==> src/rtl/ball_stepper.sv <==
// rtl/ball_stepper.sv - ping-pong ball position stepper with wall bounce and miss detection
module ball_stepper #(
  parameter int unsigned DIV     = 4,
  parameter logic [7:0]  POS_MAX = 8'd200,
  parameter logic [7:0]  POS_CTR = 8'd100
) (
  input  logic       clk,
  input  logic       rst,
  input  logic       serve,
  input  logic       serve_dir,
  input  logic [1:0] speed,
  input  logic       hit_left,
  input  logic       hit_right,
  output logic [7:0] ball_pos,
  output logic       dir,
  output logic       moving,
  output logic       miss_left,
  output logic       miss_right
);

  localparam int unsigned CW = (DIV > 2) ? $clog2(DIV) : 1;
  localparam logic [CW-1:0] CNT_LAST = CW'(DIV - 1);

  typedef enum logic {IDLE, MOVE} state_t;

  state_t        state;
  logic [CW-1:0] cnt;
  logic          tick;
  logic [8:0]    step;
  logic [8:0]    nxt_right;
  logic [8:0]    nxt_left;
  logic          right_wall;
  logic          left_wall;

  // Both candidates are 9 bits wide so neither direction can wrap in 8 bits.
  assign tick       = (cnt == CNT_LAST);
  assign step       = {7'd0, speed} + 9'd1;
  assign nxt_right  = {1'b0, ball_pos} + step;
  assign nxt_left   = {1'b0, ball_pos} - step;
  assign right_wall = (nxt_right >= {1'b0, POS_MAX});
  assign left_wall  = nxt_left[8] || (nxt_left == 9'd0);

  always_ff @(posedge clk or posedge rst) begin
    if (rst) begin
      state      <= IDLE;
      cnt        <= '0;
      ball_pos   <= POS_CTR;
      dir        <= 1'b1;
      moving     <= 1'b0;
      miss_left  <= 1'b0;
      miss_right <= 1'b0;
    end else begin
      miss_left  <= 1'b0;
      miss_right <= 1'b0;
      case (state)
        IDLE: begin
          cnt      <= '0;
          ball_pos <= POS_CTR;
          moving   <= 1'b0;
          if (serve) begin
            state  <= MOVE;
            dir    <= serve_dir;
            moving <= 1'b1;
          end
        end
        MOVE: begin
          if (!tick) begin
            cnt <= cnt + 1'b1;
          end else begin
            cnt <= '0;
            if (dir) begin
              if (!right_wall) begin
                ball_pos <= nxt_right[7:0];
              end else if (hit_right) begin
                ball_pos <= POS_MAX;
                dir      <= 1'b0;
              end else begin
                miss_right <= 1'b1;
                ball_pos   <= POS_CTR;
                moving     <= 1'b0;
                state      <= IDLE;
              end
            end else begin
              if (!left_wall) begin
                ball_pos <= nxt_left[7:0];
              end else if (hit_left) begin
                ball_pos <= 8'd0;
                dir      <= 1'b1;
              end else begin
                miss_left <= 1'b1;
                ball_pos  <= POS_CTR;
                moving    <= 1'b0;
                state     <= IDLE;
              end
            end
          end
        end
        default: state <= IDLE;
      endcase
    end
  end

endmodule
==> config.mk <==
export PLATFORM = sky130hd
export DESIGN_NAME = ball_stepper
export DESIGN_NICKNAME = d
export VERILOG_FILES = /design/src/rtl/ball_stepper.sv
export SDC_FILE = /design/constraint.sdc
export NUM_CORES = 1
export LEC_CHECK = 0
export BUFFER_PORTS_ARGS = -buffer_cell sky130_fd_sc_hd__buf_2
export CORE_UTILIZATION = 55
export DETAILED_ROUTE_END_ITERATION = 10
export PLACE_DENSITY_LB_ADDON = 0.05
export SETUP_SLACK_MARGIN = 0.05
export SLEW_MARGIN = 10
export SYNTH_ARGS = -nofsm -noshare
export SYNTH_HDL_FRONTEND = slang
export SYNTH_SLANG_ARGS = --single-unit
==> constraint.sdc <==
create_clock -name clk -period 4.7 [get_ports clk]
set_input_delay 0.47 -clock clk [delete_from_list [all_inputs] [get_ports clk]]
set_output_delay 0.47 -clock clk [all_outputs]
set_load 0.03 [all_outputs]
==> flow_metrics.py, run 1 <==
metrics = {
    "sta": {
        "setup_viol": 0,
        "fin_crit_sh": 0.651,
        "worstMarginPinSlew_ps": 558,
        "skew_ps": 8.80,
        "min_period_ps": 3060,
        "hold_viol_final": 0,
        "slew_headroom": 0.627,
        "setup_ws_ps": 1640,
        "max_freq_mhz": 327,
        "fin_setup_tns_ps": 0,
        "grt_setup_unrepaired": "false",
        "drv_slew": 0,
    },
    "routing": {
        "route.met2.wl_um": 1550,
        "wl_per_cell_um": 16.0,
        "vias_per_cell": 6.18,
        "ant_nets": 0,
        "detail_route.wirelength_um": 3220,
        "dr.max_layer_used": "met4",
        "wl_met1_um": 1470,
        "vias": 1242,
        "drt-initial-drc-count": 46,
        "dr_wl_met3_um": 177,
        "remaining_drc_errors": 0,
        "drt_pass1_iterations": 4,
    },
    "power_and_ir_drop": {
        "p_int_uw": 485,
        "sw_frac_of_total": 0.524,
        "p_seq_frac": 0.277,
        "power_leakage_nw": 0.646,
        "power_switching_uw": 534,
        "ir_drop_mv": 0.473,
        "powerDensity_nw_per_um2": 686,
        "pwr-share-comb": 0.649,
        "power.total_mw": 1.02,
        "p_clk_frac": 0.074,
    },
    "layout": {
        "syn_to_final_growth_pct": 7.62,
        "diodes": 0,
        "final_cell_mix": "buf_2, nand2_1, inv_1",
        "fillers": 207,
        "layout.nets": 192,
        "final_common_cell": "buf_2",
        "drive_gt1_frac": 0.197,
    },
    "clock_tree": {
        "cts_tree": "yes",
        "clk_latency_ps": 290,
        "postCtsHoldBufs": 0,
        "postCtsSetupRepairBufs": 0,
        "h-tree-depth": 1,
        "cts_buffers": 3,
        "cts_root_buf": "clkbuf_4",
        "path_clk_slew_ps": 90,
        "cts_resized": 0,
        "clockBufferDepth": 2,
        "cts.sinks": 15,
    },
    "setup_path": {
        "r2r_cells": 8,
        "start_kind": "flop",
        "worstPathArrival_ps": 3240,
        "cp-end-kind": "flop",
        "timing.rr.start": "ball_pos[2]",
        "worstSetupPathType": "reg -> reg",
        "cp_max_fo": 8,
        "startpoint": "ball_pos[2]",
        "reg2reg_to": "ball_pos[0]",
        "r2r_slack_ps": 1640,
        "endpoint": "ball_pos[0]",
        "crit_required_ps": 4880,
    },
    "synthesis": {
        "synthFlopType": "dfrtp_1",
        "syn-cell-area_um2": 1380,
        "syn_nets": 177,
        "synth_cells": 159,
        "async_flop_share": 1.00,
        "synth-edff-count": 0,
        "yosysUniqueCellTypes": 52,
        "synth_area_per_cell_um2": 8.68,
        "seq_area_frac_synth": 0.276,
        "ys_warn_count": 0,
        "synth-seq-cells": 15,
    },
    "global_route": {
        "grt_start_max_net_pins": 19,
        "antenna_found_initial": 0,
        "overflow": 0,
        "grt_first_pass_wirelength_um": 5580,
        "grt_pass1_vias": 1220,
        "track_usage": 0.282,
    },
    "placement": {
        "pre_cts_ws_ps": 1390,
        "dp_hpwl_um": 2530,
        "place.gp.congestion": 0.865,
        "io_buffers": 19,
    },
    "worst_hold_path": {
        "hold_class": "in -> async",
    },
    "floorplan": {
        "initial_core_util": 0.601,
        "die_y_um": 52.1,
        "fp.coreArea_um2": 2300,
        "die_x_um": 52.1,
        "die_area_um2": 2710,
        "rows": 17,
        "ios": 20,
    },
    "run_status": {
        "status": "finished clean",
    },
    "run": {
        "maxCapViolations": 0,
    },
}
==> metal layers <==
| layer | up-vias | track usage |
|---|---|---|
| met1 | 590 | 0.371 |
| met5 | - | 0 |
| li1 | 606 | - |
| met4 | 0 | 0.0946 |
| met2 | 40 | 0.449 |
| met3 | 6 | 0.0673 |
==> kinds of logic (layout without fill, tap and decap cells) <==
group	Yosys count	in the layout	share of synthesized area
buf+inv	21	35	0.0698
mux	3	3	0.0263
flops	15	15	0.276
fa+ha+maj	10	10	0.102
compound gates	41	41	0.223
simple gates	63	63	0.260
xor+xnor	6	6	0.0435
==> power by group through the flow <==
stage,clock network [mW],logic [mW],registers (mW)
floorplan,0,0.501,0.302
global placement,0,0.650,0.281
detailed placement,0,0.656,0.284
CTS,0.0765,0.659,0.281
global route,0.0849,0.730,0.295
finish,0.0751,0.662,0.282
==> synthesized netlist by cell type, types with 5 or more instances <==
cell type  instances  share of area
clkbuf_1           5          0.014
nor2_1             7          0.019
nand2_1           13          0.035
o21ai_0            7          0.025
inv_1             12          0.033
a21oi_1            8          0.029
dfrtp_1           11           0.20
nand2b_1           5          0.023
ha_1               8          0.073
and2_1             6          0.027
nand3_1            5          0.018
nor3_1             5          0.018
==> worst min-delay path by stage <==
stage	slack, ps	from	end
finish	210	rst	ball_pos[7]
global route	250	rst	ball_pos[7]
CTS	230	rst	ball_pos[7]
detailed placement	450	cnt[0]	cnt[0]
global placement	420	cnt[0]	cnt[0]
floorplan	370	rst	ball_pos[0]
==> stage by stage <==
step | cells | util | hold WS [ps] | area (um2)
floorplan | 159 | - | 369 | 1380
global placement | 197 | 0.635 | 420 | 1460
detailed placement | 197 | 0.635 | 445 | 1460
CTS | 201 | 0.647 | 234 | 1490
global route | 201 | 0.647 | 254 | 1490
finish | 201 | 0.647 | 213 | 1490
==> flip-flops by register name, summed over array words and instances (netlist names) <==
signal / cells
ball_pos: 8
cnt: 2
dir: 1
miss_left: 1
miss_right: 1
moving: 1
state: 1
==> area by class of cell <==
| class | instances | area [um2] | share of cell area |
|---|---|---|---|
| inverters | 12 | 45.0 | 0.0303 |
| flip-flops and latches | 15 | 380 | 0.256 |
| clock buffers | 4 | 26.3 | 0.0177 |
| repair buffers | 19 | 95.1 | 0.0640 |
| multi-input cells | 123 | 903 | 0.608 |
| well taps | 28 | 35.0 | 0.0236 |
==> critical path: stages, from the launching register on <==
cell and delay, ps:
dfstp_2 580, ha_1 330, nor3b_4 210, or4_1 560, xnor2_2 260, o32ai_4 140, or3b_1 430, and2_1 210
o32ai_1 240
Note: power is estimated with default switching activity, not from simulation.
==> run 2, diff against run 1 <==
--- a/config.mk
+++ b/config.mk
@@ -5,8 +5,9 @@
 export SDC_FILE = /design/constraint.sdc
 export NUM_CORES = 1
 export LEC_CHECK = 0
+export ABC_AREA = 1
 export BUFFER_PORTS_ARGS = -buffer_cell sky130_fd_sc_hd__buf_2
-export CORE_UTILIZATION = 55
+export CORE_UTILIZATION = 51
 export DETAILED_ROUTE_END_ITERATION = 10
 export PLACE_DENSITY_LB_ADDON = 0.05
 export SETUP_SLACK_MARGIN = 0.05
==> constraint.sdc (replaced) <==
create_clock -name clk -period 2.7 [get_ports clk]
set_input_delay 0.27 -clock clk [delete_from_list [all_inputs] [get_ports clk]]
set_output_delay 0.27 -clock clk [all_outputs]
set_load 0.03 [all_outputs]
==> run 2 against run 1 <==
  * Via count rose by 6.1%
  * Clock-buffer cell count decreased by 1
  * Fmax increased by 33%
  * Combinational power up 63%
  * Sequential share of layout area is 0.45 points lower
  * Critical endpoint is now moving
==> flow_metrics.py, run 2 <==
metrics = {
    "setup_path": {
        "cp-end-kind": "flop",
        "cp_max_fo": 6,
        "critPathMostFrequentCell": "nand2_2",
        "worstSetupPathType": "reg -> reg",
        "start_kind": "flop",
        "worstPathArrival_ps": 2460,
        "crit_required_ps": 2870,
        "critPathBufInv": 2,
        "cpMaxStageDelayCell": "fa_1",
        "crit_family": "simple AND/OR/NAND/NOR gates",
        "path_cells": "inv_1, ha_1, fa_1, inv_1, nand2_2, nand2_2, nand3_1, nor2_1, nand2_2, nor2_4, nand2_4, nand2_4, nand4_1, nand4_1, nand2_1",
        "slowest_delay_ps": 390,
    },
    "clock_tree": {
        "postCtsSetupRepairBufs": 0,
        "postCtsHoldBufs": 0,
        "cts_tree": "yes",
        "cts_root_buf": "clkbuf_4",
        "h-tree-depth": 1,
        "clockBufferDepth": 2,
        "clk_latency_ps": 280,
        "cts_resized": 0,
        "path_clk_slew_ps": 90,
        "cts.sinks": 15,
        "cts_buffers": 3,
    },
    "global_route": {
        "overflow": 0,
        "antenna_found_initial": 0,
        "track_usage": 0.257,
        "grt_first_pass_wirelength_um": 5290,
        "grt_start_max_net_pins": 16,
        "grt_pass1_vias": 1217,
    },
    "floorplan": {
        "initial_core_util": 0.544,
        "die_y_um": 53.6,
        "rows": 18,
        "die_area_um2": 2880,
        "ios": 20,
        "die_x_um": 53.6,
        "fp.coreArea_um2": 2500,
    },
    "power_and_ir_drop": {
        "ir_drop_mv": 0.691,
        "powerDensity_nw_per_um2": 1090,
        "p_seq_frac": 0.267,
        "p_clk_frac": 0.077,
        "pwr-share-comb": 0.656,
        "sw_frac_of_total": 0.549,
        "power.total_mw": 1.65,
        "power_leakage_nw": 0.853,
        "p_int_uw": 744,
        "power_switching_uw": 905,
    },
    "placement": {
        "pre_cts_ws_ps": 215,
        "io_buffers": 19,
        "place.gp.congestion": 0.875,
        "dp_hpwl_um": 2580,
    },
    "layout": {
        "drive_gt1_frac": 0.262,
        "fin_util": 0.605,
        "seqCellArea_um2": 380,
        "largest_reg_flops": 8,
        "multiInputGateArea_um2": 858,
        "top_register": "ball_pos",
        "diodes": 0,
        "syn_to_final_growth_pct": 11.1,
        "fillers": 253,
        "final_common_cell": "nand2_1",
        "reg.largest.list": "ball_pos (8), cnt (2)",
        "final_cell_mix": "nand2_1, inv_1, nand3_1",
        "layout.nets": 240,
    },
    "routing": {
        "ant_nets": 0,
        "detail_route.wirelength_um": 3200,
        "wl_met1_um": 1490,
        "drt_pass1_iterations": 4,
        "route.met2.wl_um": 1560,
        "dr.max_layer_used": "met4",
        "vias_per_cell": 5.25,
        "vias": 1318,
        "dr_wl_met3_um": 125,
        "drt-initial-drc-count": 35,
        "wl_per_cell_um": 12.7,
        "remaining_drc_errors": 0,
    },
    "synthesis": {
        "synth_area_per_cell_um2": 6.80,
        "synth_top_area_cell": "dfrtp_1",
        "seq_area_frac_synth": 0.280,
        "synth_area_leaders": "dfrtp_1, nand2_1, nand3_1",
        "async_flop_share": 1.00,
        "synth-edff-count": 0,
        "syn_nets": 218,
        "syn-cell-area_um2": 1360,
        "yosysUniqueCellTypes": 28,
        "synthTopCellsByCount": "nand2_1, inv_1, nand3_1, nor2_1, nand2_2",
        "synthFlopType": "dfrtp_1",
        "synth.top_cell.area_share": 0.202,
        "synth_cells": 200,
        "synth-seq-cells": 15,
        "yosysMostFrequentCell": "nand2_1",
        "ys_warn_count": 0,
    },
    "sta": {
        "max_freq_mhz": 436,
        "fin_setup_tns_ps": 0,
        "fin_crit_sh": 0.849,
        "slew_headroom": 0.625,
        "hold_slack_ps": 23.6,
        "drv_slew": 0,
        "hold_viol_final": 0,
        "worstMarginPinSlew_ps": 562,
        "skew_ps": 3.49,
        "setup_viol": 0,
        "grt_setup_unrepaired": "false",
        "setup_ws_ps": 408,
        "min_period_ps": 2290,
    },
    "run_status": {
        "status": "finished clean",
    },
    "worst_hold_path": {
        "hold_class": "in -> async",
    },
    "run": {
        "maxCapViolations": 0,
    },
}
run 2: cell types whose count changed after synthesis, sizes merged, moves of 4 or more:
cell	previous run	this run
nand4	2	7
nor3	5	1
nand3	5	26
nand2b	5	0
and3	4	0
and2	6	0
clkbuf	5	1
nor2	7	22
nand2	13	69
a21oi	8	3
o32a	4	0
inv	12	30
run 2: final timing paths:
kind | cells after the start | startpoint | slack, ps | to
hold reg to reg | 1 | cnt[0] | 440 | cnt[0]
setup / recovery | 15 | ball_pos[0] | 410 | moving
hold / removal | 2 | rst | 20 | cnt[1]
max in group asynchronous | 2 | rst | 2300 | ball_pos[6]
min in group clk | 3 | serve | 270 | state
setup reg to reg | 15 | ball_pos[0] | 410 | moving
run 2: power by group through the flow:
stage / logic, mW / clock network [mW] / registers [mW]
after global routing: 1.21 / 0.142 / 0.455
after CTS: 1.08 / 0.132 / 0.439
after floorplan: 0.749 / 0 / 0.521
after detailed placement: 1.07 / 0 / 0.444
after global placement: 1.06 / 0 / 0.438
final: 1.08 / 0.127 / 0.440
run 2: layout make-up:
| type | instances | share of cell area |
|---|---|---|
| clock inverter | 1 | 0.00331 |
| sequential | 15 | 0.252 |
| multi-input combinational | 153 | 0.568 |
| tap | 30 | 0.0248 |
| timing repair buffer | 19 | 0.0629 |
| inverter | 30 | 0.0745 |
| clock buffer | 3 | 0.0149 |
run 2: cell families after synthesis:
group,synth area share
adder cells (fa/ha/maj),0.103
AND/OR/NAND/NOR,0.469
XOR/XNOR,0.00644
AO/OA/AOI/OAI,0.0524
buffers and inverters,0.0892
flip-flops,0.280
run 2: routing by layer:
| metal | vias up | GRT usage |
|---|---|---|
| met3 | 2 | 0.0282 |
| met4 | 0 | 0.0658 |
| met1 | 612 | 0.318 |
| met2 | 27 | 0.471 |
| met5 | - | 0 |
| li1 | 677 | - |
run 2: stage by stage:
stage	instances	instance area [um2]
finish	251	1510
global route	251	1510
CTS	251	1510
detailed placement	247	1480
global placement	247	1480
floorplan	200	1360
